<file path="config.mk">
export PLATFORM = sky130hd
export DESIGN_NAME = cnv_row_acc_flat
export DESIGN_NICKNAME = d
export VERILOG_FILES = /design/src/rtl/cnv_row_acc_pkg.sv /design/src/rtl/cnv_row_acc_if.sv /design/src/rtl/cnv_row_acc_sat_add.sv /design/src/rtl/cnv_row_acc.sv /design/src/flat_wrapper.sv
export SDC_FILE = /design/constraint.sdc
export NUM_CORES = 1
export LEC_CHECK = 0
export ABC_AREA = 0
export BUFFER_PORTS_ARGS = -buffer_cell sky130_fd_sc_hd__buf_2
export CORE_ASPECT_RATIO = 0.6
export CORE_MARGIN = 3
export CORE_UTILIZATION = 50
export DETAILED_ROUTE_END_ITERATION = 16
export PLACE_DENSITY = 0.72
export SYNTH_ARGS = -nofsm -noshare
export SYNTH_HDL_FRONTEND = slang
export SYNTH_HIERARCHICAL = 1
export SYNTH_SLANG_ARGS = --single-unit
</file>
<file path="constraint.sdc">
create_clock -name clk -period 4.5 [get_ports clk]
set_input_delay 0.675 -clock clk [delete_from_list [all_inputs] [get_ports clk]]
set_output_delay 0.675 -clock clk [all_outputs]
set_load 0.005 [all_outputs]
</file>
<file path="src/rtl/cnv_row_acc_pkg.sv">
// cnv_row_acc_pkg
//   Shared definitions for the row-accumulation stage:
//   - state_t : FSM state encoding (IDLE=0, ACC=1, DRAIN=2)
//   - DEF_*   : default row length and datapath widths
//   - clog2   : constant function used to size the pixel counters
package cnv_row_acc_pkg;

  typedef enum logic [1:0] {
    ST_IDLE  = 2'd0,
    ST_ACC   = 2'd1,
    ST_DRAIN = 2'd2
  } state_t;

  localparam int DEF_LENROW     = 16;
  localparam int DEF_MAC_WIDTH  = 23;
  localparam int DEF_PSUM_WIDTH = 24;

  // Bits needed to index 0..value-1 (value >= 2).
  function automatic int clog2(input int value);
    int res;
    int rem;
    res = 0;
    rem = value - 1;
    while (rem > 0) begin
      res = res + 1;
      rem = rem >> 1;
    end
    return res;
  endfunction

endpackage

</file>
<file path="src/rtl/cnv_row_acc_if.sv">
// cnv_row_acc_if
//   Valid/ready drain port carrying finished partial sums.
//   out_vld  : out_psum/out_last valid (master -> slave)
//   out_rdy  : slave accepts the current pixel (slave -> master)
//   out_psum : signed partial sum, pixel order 0..LENROW-1
//   out_last : marks the final pixel of the row
interface cnv_row_acc_if
  import cnv_row_acc_pkg::*;
#(
  parameter int PSUM_WIDTH = DEF_PSUM_WIDTH
);
  logic                  out_vld;
  logic                  out_rdy;
  logic [PSUM_WIDTH-1:0] out_psum;
  logic                  out_last;

  modport master (output out_vld, output out_psum, output out_last, input out_rdy);
  modport slave  (input out_vld, input out_psum, input out_last, output out_rdy);
endinterface

</file>
<file path="src/rtl/cnv_row_acc_sat_add.sv">
// cnv_row_acc_sat_add
//   Combinational signed add of two operands of arbitrary width, clamped to
//   an OUT-bit signed range. OUT must not exceed max(IN_A, IN_B) + 1.
//   a   : signed operand, IN_A bits
//   b   : signed operand, IN_B bits
//   sum : clamped signed result, OUT bits
//   sat : high when clamping changed the result
module cnv_row_acc_sat_add
  import cnv_row_acc_pkg::*;
#(
  parameter int IN_A = DEF_MAC_WIDTH,
  parameter int IN_B = DEF_PSUM_WIDTH,
  parameter int OUT  = DEF_PSUM_WIDTH
) (
  input  logic [IN_A-1:0] a,
  input  logic [IN_B-1:0] b,
  output logic [OUT-1:0]  sum,
  output logic            sat
);
  // One guard bit above the wider operand makes the raw sum exact.
  localparam int SW = ((IN_A > IN_B) ? IN_A : IN_B) + 1;

  logic [SW-1:0]  a_ext;
  logic [SW-1:0]  b_ext;
  logic [SW-1:0]  raw;
  logic [SW-OUT:0] top;

  assign a_ext = {{(SW-IN_A){a[IN_A-1]}}, a};
  assign b_ext = {{(SW-IN_B){b[IN_B-1]}}, b};
  assign raw   = a_ext + b_ext;

  // The result fits in OUT bits only if every bit from the OUT sign bit up
  // to the guard bit carries the same value.
  assign top = raw[SW-1:OUT-1];
  assign sat = !((&top) || !(|top));

  always_comb begin
    sum = raw[OUT-1:0];
    if (sat) begin
      sum = raw[SW-1] ? {1'b1, {(OUT-1){1'b0}}} : {1'b0, {(OUT-1){1'b1}}};
    end
  end

endmodule

</file>
<file path="src/rtl/cnv_row_acc.sv">
// cnv_row_acc
//   Row-accumulation stage: adds each MAC-chain result to the partial sum of
//   the previous kernel row (or takes it alone on the first row), saturates
//   it into a LENROW-deep row buffer, then drains the row over valid/ready.
//   clk, rst_n : clock, asynchronous active-low reset
//   row_sta    : start a new row (IDLE, or together with the final drain handshake)
//   row_first  : sampled with row_sta; 1 = ignore psum_in for the whole row
//   mac_vld    : mac_sum/psum_in valid for the current pixel
//   mac_sum    : signed MAC result
//   psum_in    : signed partial sum from the previous row
//   busy       : FSM not idle
//   row_fnh    : one-cycle pulse when the buffer is full and drain begins
//   sat_flag   : sticky per row, some pixel was clamped
//   drop_err   : sticky until reset, mac_vld seen outside accumulation
//   out_if     : drain port (out_vld/out_rdy/out_psum/out_last)
module cnv_row_acc
  import cnv_row_acc_pkg::*;
#(
  parameter int LENROW     = DEF_LENROW,
  parameter int MAC_WIDTH  = DEF_MAC_WIDTH,
  parameter int PSUM_WIDTH = DEF_PSUM_WIDTH
) (
  input  logic                  clk,
  input  logic                  rst_n,
  input  logic                  row_sta,
  input  logic                  row_first,
  input  logic                  mac_vld,
  input  logic [MAC_WIDTH-1:0]  mac_sum,
  input  logic [PSUM_WIDTH-1:0] psum_in,
  output logic                  busy,
  output logic                  row_fnh,
  output logic                  sat_flag,
  output logic                  drop_err,
  cnv_row_acc_if.master         out_if
);
  localparam int CNT_W = clog2(LENROW);
  localparam logic [CNT_W-1:0] LAST_IDX = CNT_W'(LENROW - 1);

  state_t state_reg;
  state_t state_next;

  logic [CNT_W-1:0]      wr_cnt_reg;
  logic [CNT_W-1:0]      rd_cnt_reg;
  logic                  first_reg;
  logic                  sat_flag_reg;
  logic                  drop_err_reg;
  logic                  row_fnh_reg;
  logic [PSUM_WIDTH-1:0] row_buf [LENROW];

  logic [PSUM_WIDTH-1:0] acc_b;
  logic [PSUM_WIDTH-1:0] acc_res;
  logic                  acc_sat;

  logic acc_wr;
  logic acc_done;
  logic drain_hs;
  logic drain_done;
  logic row_start;

  assign acc_wr     = (state_reg == ST_ACC) && mac_vld;
  assign acc_done   = acc_wr && (wr_cnt_reg == LAST_IDX);
  // out_vld is high throughout DRAIN, so out_rdy alone completes a handshake.
  assign drain_hs   = (state_reg == ST_DRAIN) && out_if.out_rdy;
  assign drain_done = drain_hs && (rd_cnt_reg == LAST_IDX);
  assign row_start  = row_sta && ((state_reg == ST_IDLE) || drain_done);

  assign acc_b = first_reg ? '0 : psum_in;

  cnv_row_acc_sat_add #(
    .IN_A (MAC_WIDTH),
    .IN_B (PSUM_WIDTH),
    .OUT  (PSUM_WIDTH)
  ) u_sat_add (
    .a   (mac_sum),
    .b   (acc_b),
    .sum (acc_res),
    .sat (acc_sat)
  );

  // State register
  always_ff @(posedge clk or negedge rst_n) begin
    if (!rst_n) begin
      state_reg <= ST_IDLE;
    end else begin
      state_reg <= state_next;
    end
  end

  // Next-state logic
  always_comb begin
    state_next = state_reg;
    case (state_reg)
      ST_IDLE:  if (row_sta) state_next = ST_ACC;
      ST_ACC:   if (acc_done) state_next = ST_DRAIN;
      ST_DRAIN: if (drain_done) state_next = row_sta ? ST_ACC : ST_IDLE;
      default:  state_next = ST_IDLE;
    endcase
  end

  // Output logic
  always_comb begin
    busy            = (state_reg != ST_IDLE);
    out_if.out_vld  = (state_reg == ST_DRAIN);
    out_if.out_last = (state_reg == ST_DRAIN) && (rd_cnt_reg == LAST_IDX);
    out_if.out_psum = (state_reg == ST_DRAIN) ? row_buf[rd_cnt_reg] : '0;
  end

  assign row_fnh  = row_fnh_reg;
  assign sat_flag = sat_flag_reg;
  assign drop_err = drop_err_reg;

  // Counters and row flags
  always_ff @(posedge clk or negedge rst_n) begin
    if (!rst_n) begin
      wr_cnt_reg   <= '0;
      rd_cnt_reg   <= '0;
      first_reg    <= 1'b0;
      sat_flag_reg <= 1'b0;
      drop_err_reg <= 1'b0;
      row_fnh_reg  <= 1'b0;
    end else begin
      row_fnh_reg <= acc_done;

      // row_start and acc_wr belong to different states, never both high.
      if (row_start) begin
        first_reg    <= row_first;
        wr_cnt_reg   <= '0;
        sat_flag_reg <= 1'b0;
      end else if (acc_wr) begin
        wr_cnt_reg <= acc_done ? '0 : wr_cnt_reg + 1'b1;
        if (acc_sat) sat_flag_reg <= 1'b1;
      end

      if (acc_done) begin
        rd_cnt_reg <= '0;
      end else if (drain_hs) begin
        rd_cnt_reg <= drain_done ? '0 : rd_cnt_reg + 1'b1;
      end

      if (mac_vld && (state_reg != ST_ACC)) drop_err_reg <= 1'b1;
    end
  end

  // Row buffer: one register word per pixel, cleared by reset.
  for (genvar gi = 0; gi < LENROW; gi++) begin : g_buf
    logic [PSUM_WIDTH-1:0] cell_reg;

    always_ff @(posedge clk or negedge rst_n) begin
      if (!rst_n) begin
        cell_reg <= '0;
      end else if (acc_wr && (wr_cnt_reg == CNT_W'(gi))) begin
        cell_reg <= acc_res;
      end
    end

    assign row_buf[gi] = cell_reg;
  end

endmodule

</file>
<file path="src/flat_wrapper.sv">
// flat-port wrapper written by rule: the top's interface ports become plain ports
module cnv_row_acc_flat import cnv_row_acc_pkg::*;
#(
  parameter int LENROW     = DEF_LENROW,
  parameter int MAC_WIDTH  = DEF_MAC_WIDTH,
  parameter int PSUM_WIDTH = DEF_PSUM_WIDTH
)
  (clk, rst_n, row_sta, row_first, mac_vld, mac_sum, psum_in, busy, row_fnh, sat_flag, drop_err, out_if_out_vld, out_if_out_psum, out_if_out_last, out_if_out_rdy);
  cnv_row_acc_if #(.PSUM_WIDTH(PSUM_WIDTH)) out_if_i ();
  input  logic clk;
  input  logic rst_n;
  input  logic row_sta;
  input  logic row_first;
  input  logic mac_vld;
  input  logic [MAC_WIDTH-1:0] mac_sum;
  input  logic [PSUM_WIDTH-1:0] psum_in;
  output logic busy;
  output logic row_fnh;
  output logic sat_flag;
  output logic drop_err;
  output wire logic [$bits(out_if_i.out_vld)-1:0] out_if_out_vld;
  output wire logic [$bits(out_if_i.out_psum)-1:0] out_if_out_psum;
  output wire logic [$bits(out_if_i.out_last)-1:0] out_if_out_last;
  input wire logic [$bits(out_if_i.out_rdy)-1:0] out_if_out_rdy;
  assign out_if_out_vld = out_if_i.out_vld;
  assign out_if_out_psum = out_if_i.out_psum;
  assign out_if_out_last = out_if_i.out_last;
  assign out_if_i.out_rdy = out_if_out_rdy;
  cnv_row_acc #(.LENROW(LENROW), .MAC_WIDTH(MAC_WIDTH), .PSUM_WIDTH(PSUM_WIDTH)) u_core (.clk(clk), .rst_n(rst_n), .row_sta(row_sta), .row_first(row_first), .mac_vld(mac_vld), .mac_sum(mac_sum), .psum_in(psum_in), .busy(busy), .row_fnh(row_fnh), .sat_flag(sat_flag), .drop_err(drop_err), .out_if(out_if_i));
endmodule
</file>
# == Yosys cells after proc, flatten, opt, wreduce, memory -nomap -nowiden ==
# Cells that the tools add are included.
# word_totals
reg_bits,398
input_bits,53
wordCells,106
# op_classes
n_addsub,3
magnitude_cmp,1
n_eq_ne,23
mux,21
bitwise_logic,1
n_reduce_logical,34
# op_table
op,count
24-bit two-way mux,6
24-bit binary-select mux with 4-bit select,1
4-bit equality test (second input constant),9
23-bit by 24-bit adder with 25-bit output,1
4-bit two-way mux,6
1-bit logical AND,22
4-bit by 3-bit equality test with 1-bit output (second input constant),4
4-bit by 1-bit adder with 4-bit output (second input constant),2
4-bit by 2-bit equality test with 1-bit output (second input constant),2
2-bit by 1-bit inequality test with 1-bit output (second input constant),4
2-bit two-way mux,3
2-bit case mux with 3 select lines,1
2-bit nonzero test,3
5-bit >= comparator (second input constant),1
4-bit inverter with 5-bit output,1
4-bit by 1-bit equality test with 1-bit output (second input constant),1
4-bit zero test,1
1-bit two-way mux,4
2-bit AND reduction,2
3-bit AND reduction,1
2-bit by 1-bit equality test with 1-bit output (second input constant),1
2-bit equality test (second input constant),1
2-bit zero test,1
1-bit logical OR,2
other kinds (3),3

# == Longest topological paths before layout ==
# logic_depth
depth_word,8
depth_mapped,15
ltp_nobuf,12

# == Hierarchy ==
# Netlist, hierarchy kept.
# by_module_without_submodules
module,n_inst,cells_per_inst,area_per_inst_um2
cnv_row_acc,1,1307,18764.2
cnv_row_acc_sat_add,1,249,1696.6

# == Worst setup path before layout ==
# OpenSTA, ideal clock, no wires.
# synth_timing
path_type,input-to-reg
startpoint,input psum_in[0]
endpoint,register u_core.g_buf[14].cell_reg[2]
t_arrival_ns,3.587
path_slack_ns,0.848
stages,13
path_buffers,1
cell_sequence,nor2b_1 ha_1 fa_1 a211oi_1 nor4b_2 nor2_1 o31a_1 o41ai_4 nor2_1 nor2_1 o32ai_1 clkbuf_1 mux2_2
# synth_between
elab_chain_cells,6
word_cells_on_any_way,8
classes_between,1 x add/sub; 3 x mux; 4 x reduce/logical
# synth_rtl
item,line_no,text
from (decl),flat_wrapper.sv:16,input logic [PSUM_WIDTH-1:0] psum_in;
24-bit two-way mux *,cnv_row_acc.sv:67,assign acc_b = first_reg ? '0 : psum_in;
23-bit by 24-bit adder with 25-bit output *,cnv_row_acc_sat_add.sv:30,assign raw = a_ext + b_ext;
2-bit OR reduction,cnv_row_acc_sat_add.sv:35,assign sat = !((&top) || !(|top));
1-bit zero test,cnv_row_acc_sat_add.sv:35,
1-bit logical OR,cnv_row_acc_sat_add.sv:35,
24-bit two-way mux *,cnv_row_acc_sat_add.sv:39,if (sat) begin
via u_core.acc_res[2],cnv_row_acc.sv:51,logic [PSUM_WIDTH-1:0] acc_res;
to (signal assigned),cnv_row_acc.sv:152,cell_reg <= acc_res;
to (decl),cnv_row_acc.sv:146,logic [PSUM_WIDTH-1:0] cell_reg;
# The timed path passes the listed nets; every way through them passes the cells marked *.
# A chain may end at the register's enable or synchronous reset.

# == Final worst setup path ==
# layout_timing
startpoint,register u_core.first_reg
endpoint,register u_core.g_buf[4].cell_reg[16]
# layout_between
elab_chain_cells,6
word_cells_on_any_way,8
classes_between,1 x add/sub; 3 x mux; 4 x reduce/logical
# layout_rtl
item,line_no,text
from (decl),cnv_row_acc.sv:44,logic first_reg;
from (signal assigned),cnv_row_acc.sv:126,first_reg <= row_first;
24-bit two-way mux *,cnv_row_acc.sv:67,
via u_core.acc_b[0],cnv_row_acc.sv:50,logic [PSUM_WIDTH-1:0] acc_b;
23-bit by 24-bit adder with 25-bit output *,cnv_row_acc_sat_add.sv:30,
2-bit OR reduction,cnv_row_acc_sat_add.sv:35,
1-bit zero test,cnv_row_acc_sat_add.sv:35,
1-bit logical OR,cnv_row_acc_sat_add.sv:35,
24-bit two-way mux *,cnv_row_acc_sat_add.sv:39,
via u_core.acc_res[16],cnv_row_acc.sv:51,
to (signal assigned),cnv_row_acc.sv:152,
to (decl),cnv_row_acc.sv:146,
# Marked as above.

==> results by group <==
Outcome
  • Status: finished, final reports clean

Place
  • Detailed Place HPWL: 33.3 mm
  • Cells after DPL: 2,072
  • GP Congestion: 0.852
  • I/O Buffers: 82

Route
  • Total number of vias: 13,200
  • Antenna-violating nets left: 0
  • Initial DRC Count: 1,023
  • DRT Pass-1 Iters: 6
  • Final WL: 53.6 mm
  • Drt via density: 6.18
  • DRC: 0
  • Avg WL per Cell: 25.0 um

Clock network
  • H-tree Lvls: 2
  • Clock slew at reported path FFs: 0.06 ns
  • Hold bufs inserted after CTS: 0
  • Postcts setup bufs: 0
  • Worst-case clock buffer depth: 3
  • Worst-Skew Late Latency: 0.54 ns
  • CTS root buffer: clkbuf_16
  • Clk sinks: 398
  • Post-CTS sizing: 0
  • TritonCTS clock tree: yes
  • CTS Buf Count: 39

Min path
  • Hold Path Class: input port to async pin

Global routing
  • Met1 GRT Util: 37.0%
  • Initial antenna violation count: 0
  • Most crowded layer after global routing: met2
  • Remaining Overflow, GRT: 0
  • Met3 Use GR: 4.94%
  • Vias in the first global route: 13,600
  • Largest net degree at the start of global routing: 118
  • Global-route wire length before repair: 82.8 mm
  • Met2 Resource Use GR: 38.1%
  • Total GRT Usage: 25.0%

Layout
  • # fillers: 3,148
  • Layout cells sized above 1: 45.5%
  • Number of diodes: 0
  • Multi-input gate area: 0.00980 mm2
  • Register area: 0.00997 mm2
  • Area delta synth->final: 10.0%
  • Max reg flops: 384
  • Non-Filler Instances: 2,141
  • Final nets: 1,674

Synth
  • Post-synth top cells: mux2_2, dfrtp_1, clkbuf_1
  • Yosys reg bits: 398
  • Most frequent cell after synthesis: mux2_2
  • Netlist cell types: 72
  • Cell taking the most area after synthesis: dfrtp_1
  • Sequential share of the synthesized area: 48.7%
  • Post-synth ARST share: 100%
  • YS warnings: 6
  • Post-synth top area share: 48.7%
  • Post-synthesis instance total: 1,556
  • Ys flop type: dfrtp_1
  • Syn nets: 1,639
  • Synth area leaders: dfrtp_1, mux2_2, mux4_2, mux2i_1, ha_1
  • EDFF count, synth: 0
  • Synthesized cell area: 0.0205 mm2
  • Post-synthesis area per instance: 13.1 um2

Floorplan
  • Io pins: 83
  • Initial core utilization: 51.5%
  • Die width: 267 um
  • Cell row count: 56
  • Die ar.: 0.0435 mm2
  • Die Y-Extent: 163 um
  • Core area: 0.0397 mm2

Setup path
  • WP data required: 4.96 ns
  • CP startpoint kind: flip-flop
  • CP max FO: 17
  • CP arrival: 4.95 ns
  • Crit Path Class: flip-flop to flip-flop
  • CP Capture Type: flip-flop

STA
  • Final period utilization: 99.7%
  • Final Max Tran Viols: 0
  • Final hold violation count: 0
  • Setup violations, final: 0
  • Rel. slew slack: 11.6%
  • Clock skew: 0.0173 ns
  • Worst-margin pin slew: 1.32 ns
  • RSZ-0062 raised after global routing: true
  • Minimum clock period: 4.49 ns
  • Maximum clock rate: 0.223 GHz

Power and ir drop
  • Total power: 15,200 uW
  • Max VDD drop: 0.351 mV
  • P_leak: 0.0101 uW
  • Pwr Density: 674 mW/mm2

Job
  • Max Cap Violations: 0
[where the power goes]
group / leakage, uW / total, uW / switching (uW) / internal [uW]
Combinational: 0.00438 / 5810 / 2990 / 2810
Clock: 0.000648 / 3350 / 1390 / 1960
Sequential: 0.00504 / 6010 / 836 / 5170
Total: 0.0101 / 15200 / 5220 / 9950
[cell families (layout without fill, tap and decap cells)]
group	Yosys count	after routing	share of synthesized area (%)
muxes	554	554	32.0
DFF	398	398	48.7
AOI/OAI and AO/OA	213	213	7.33
and+or+nand+nor	211	211	5.61
buffers and inverters	129	192	3.61
adders and majority gates	30	30	1.87
xor gates and xnor gates	21	21	0.899
[layer usage]
layer | vias up | wire length (um) | part of all wire [%]
met1 | 6920 | 25100 | 47
li1 | 5801 | - | -
met5 | - | 0 | 0
met2 | 441 | 23900 | 45
met4 | 0 | 995 | 1.9
met3 | 75 | 3570 | 6.7
[worst paths after layout]
kind / startpoint / end / slack [ns] / cells past startpoint
min reg2reg: u_core/drop_err / u_core/drop_err / 0.45 / 1
max in group asynchronous: rst_n / u_core/g_buf[12].cell_reg[2] / 3.20 / 2
min: rst_n / u_core/g_buf[1].cell_reg[17] / 0.25 / 1
max: u_core/first_reg / u_core/g_buf[4].cell_reg[16] / 0.01 / 12
max reg2reg: u_core/first_reg / u_core/g_buf[4].cell_reg[16] / 0.01 / 12
min in group clk: mac_vld / u_core/drop_err / 0.37 / 2
[cell usage in the layout, fill, tap and decap left out, types with 4 or more instances in the layout]
cell type and instances:
o21ai_0 16, clkbuf_8 11, o31ai_1 29, mux2_2 459, nand2_2 19, o21a_1 6, nand2_1 47, nor2_2 4
buf_2 81, a31oi_1 4, clkinv_2 6, xor2_1 7, clkbuf_16 41, inv_1 5, a21o_1 7, mux4_2 25
and3_1 4, nand2b_1 28, ha_1 29, nor2_1 27, buf_4 31, nand3_1 28, o22ai_1 49, xnor2_1 14
nand4_1 4, buf_12 5, mux2_4 23, dfrtp_1 396, clkbuf_1 6, a22oi_1 24, a21oi_1 32, mux2i_1 47
a211oi_1 5, nor2b_1 27
[area by class of cell]
class	count	share of cell area, %
tap	522	2.90
multi-input combinational	1029	43.6
inverter	5	0.0834
clock buffer	58	5.33
timing repair buffer	118	3.35
clock inverter	11	0.506
sequential	398	44.3
[stage by stage]
step / setup WS (ns) / utilization, % / instance area, um2 / TNS (ns) / hold WS, ns
after global placement: 0.200 / 53.3 / 21200 / 0 / 0.434
final: 0.0119 / 56.7 / 22500 / 0 / 0.246
after global routing: -0.216 / 56.7 / 22500 / -7.68 / 0.308
after floorplan: 0.848 / - / 20500 / 0 / 0.379
after detailed placement: 0.0980 / 53.3 / 21200 / 0 / 0.438
after CTS: 0.0788 / 56.6 / 22500 / 0 / 0.277
[critical path, stage by stage, from the launching register on]
cell	delay [ns]
dfrtp_1	0.70
nor2b_1	0.11
ha_1	0.24
fa_1	0.42
a211oi_1	0.40
nor4b_2	0.11
nor2_1	0.20
o31a_1	0.27
o41ai_4	0.14
nand2_2	0.24
o21ai_2	0.17
nor2_1	1.02
mux2_2	0.35
Note: power is estimated with default switching activity, not from simulation.
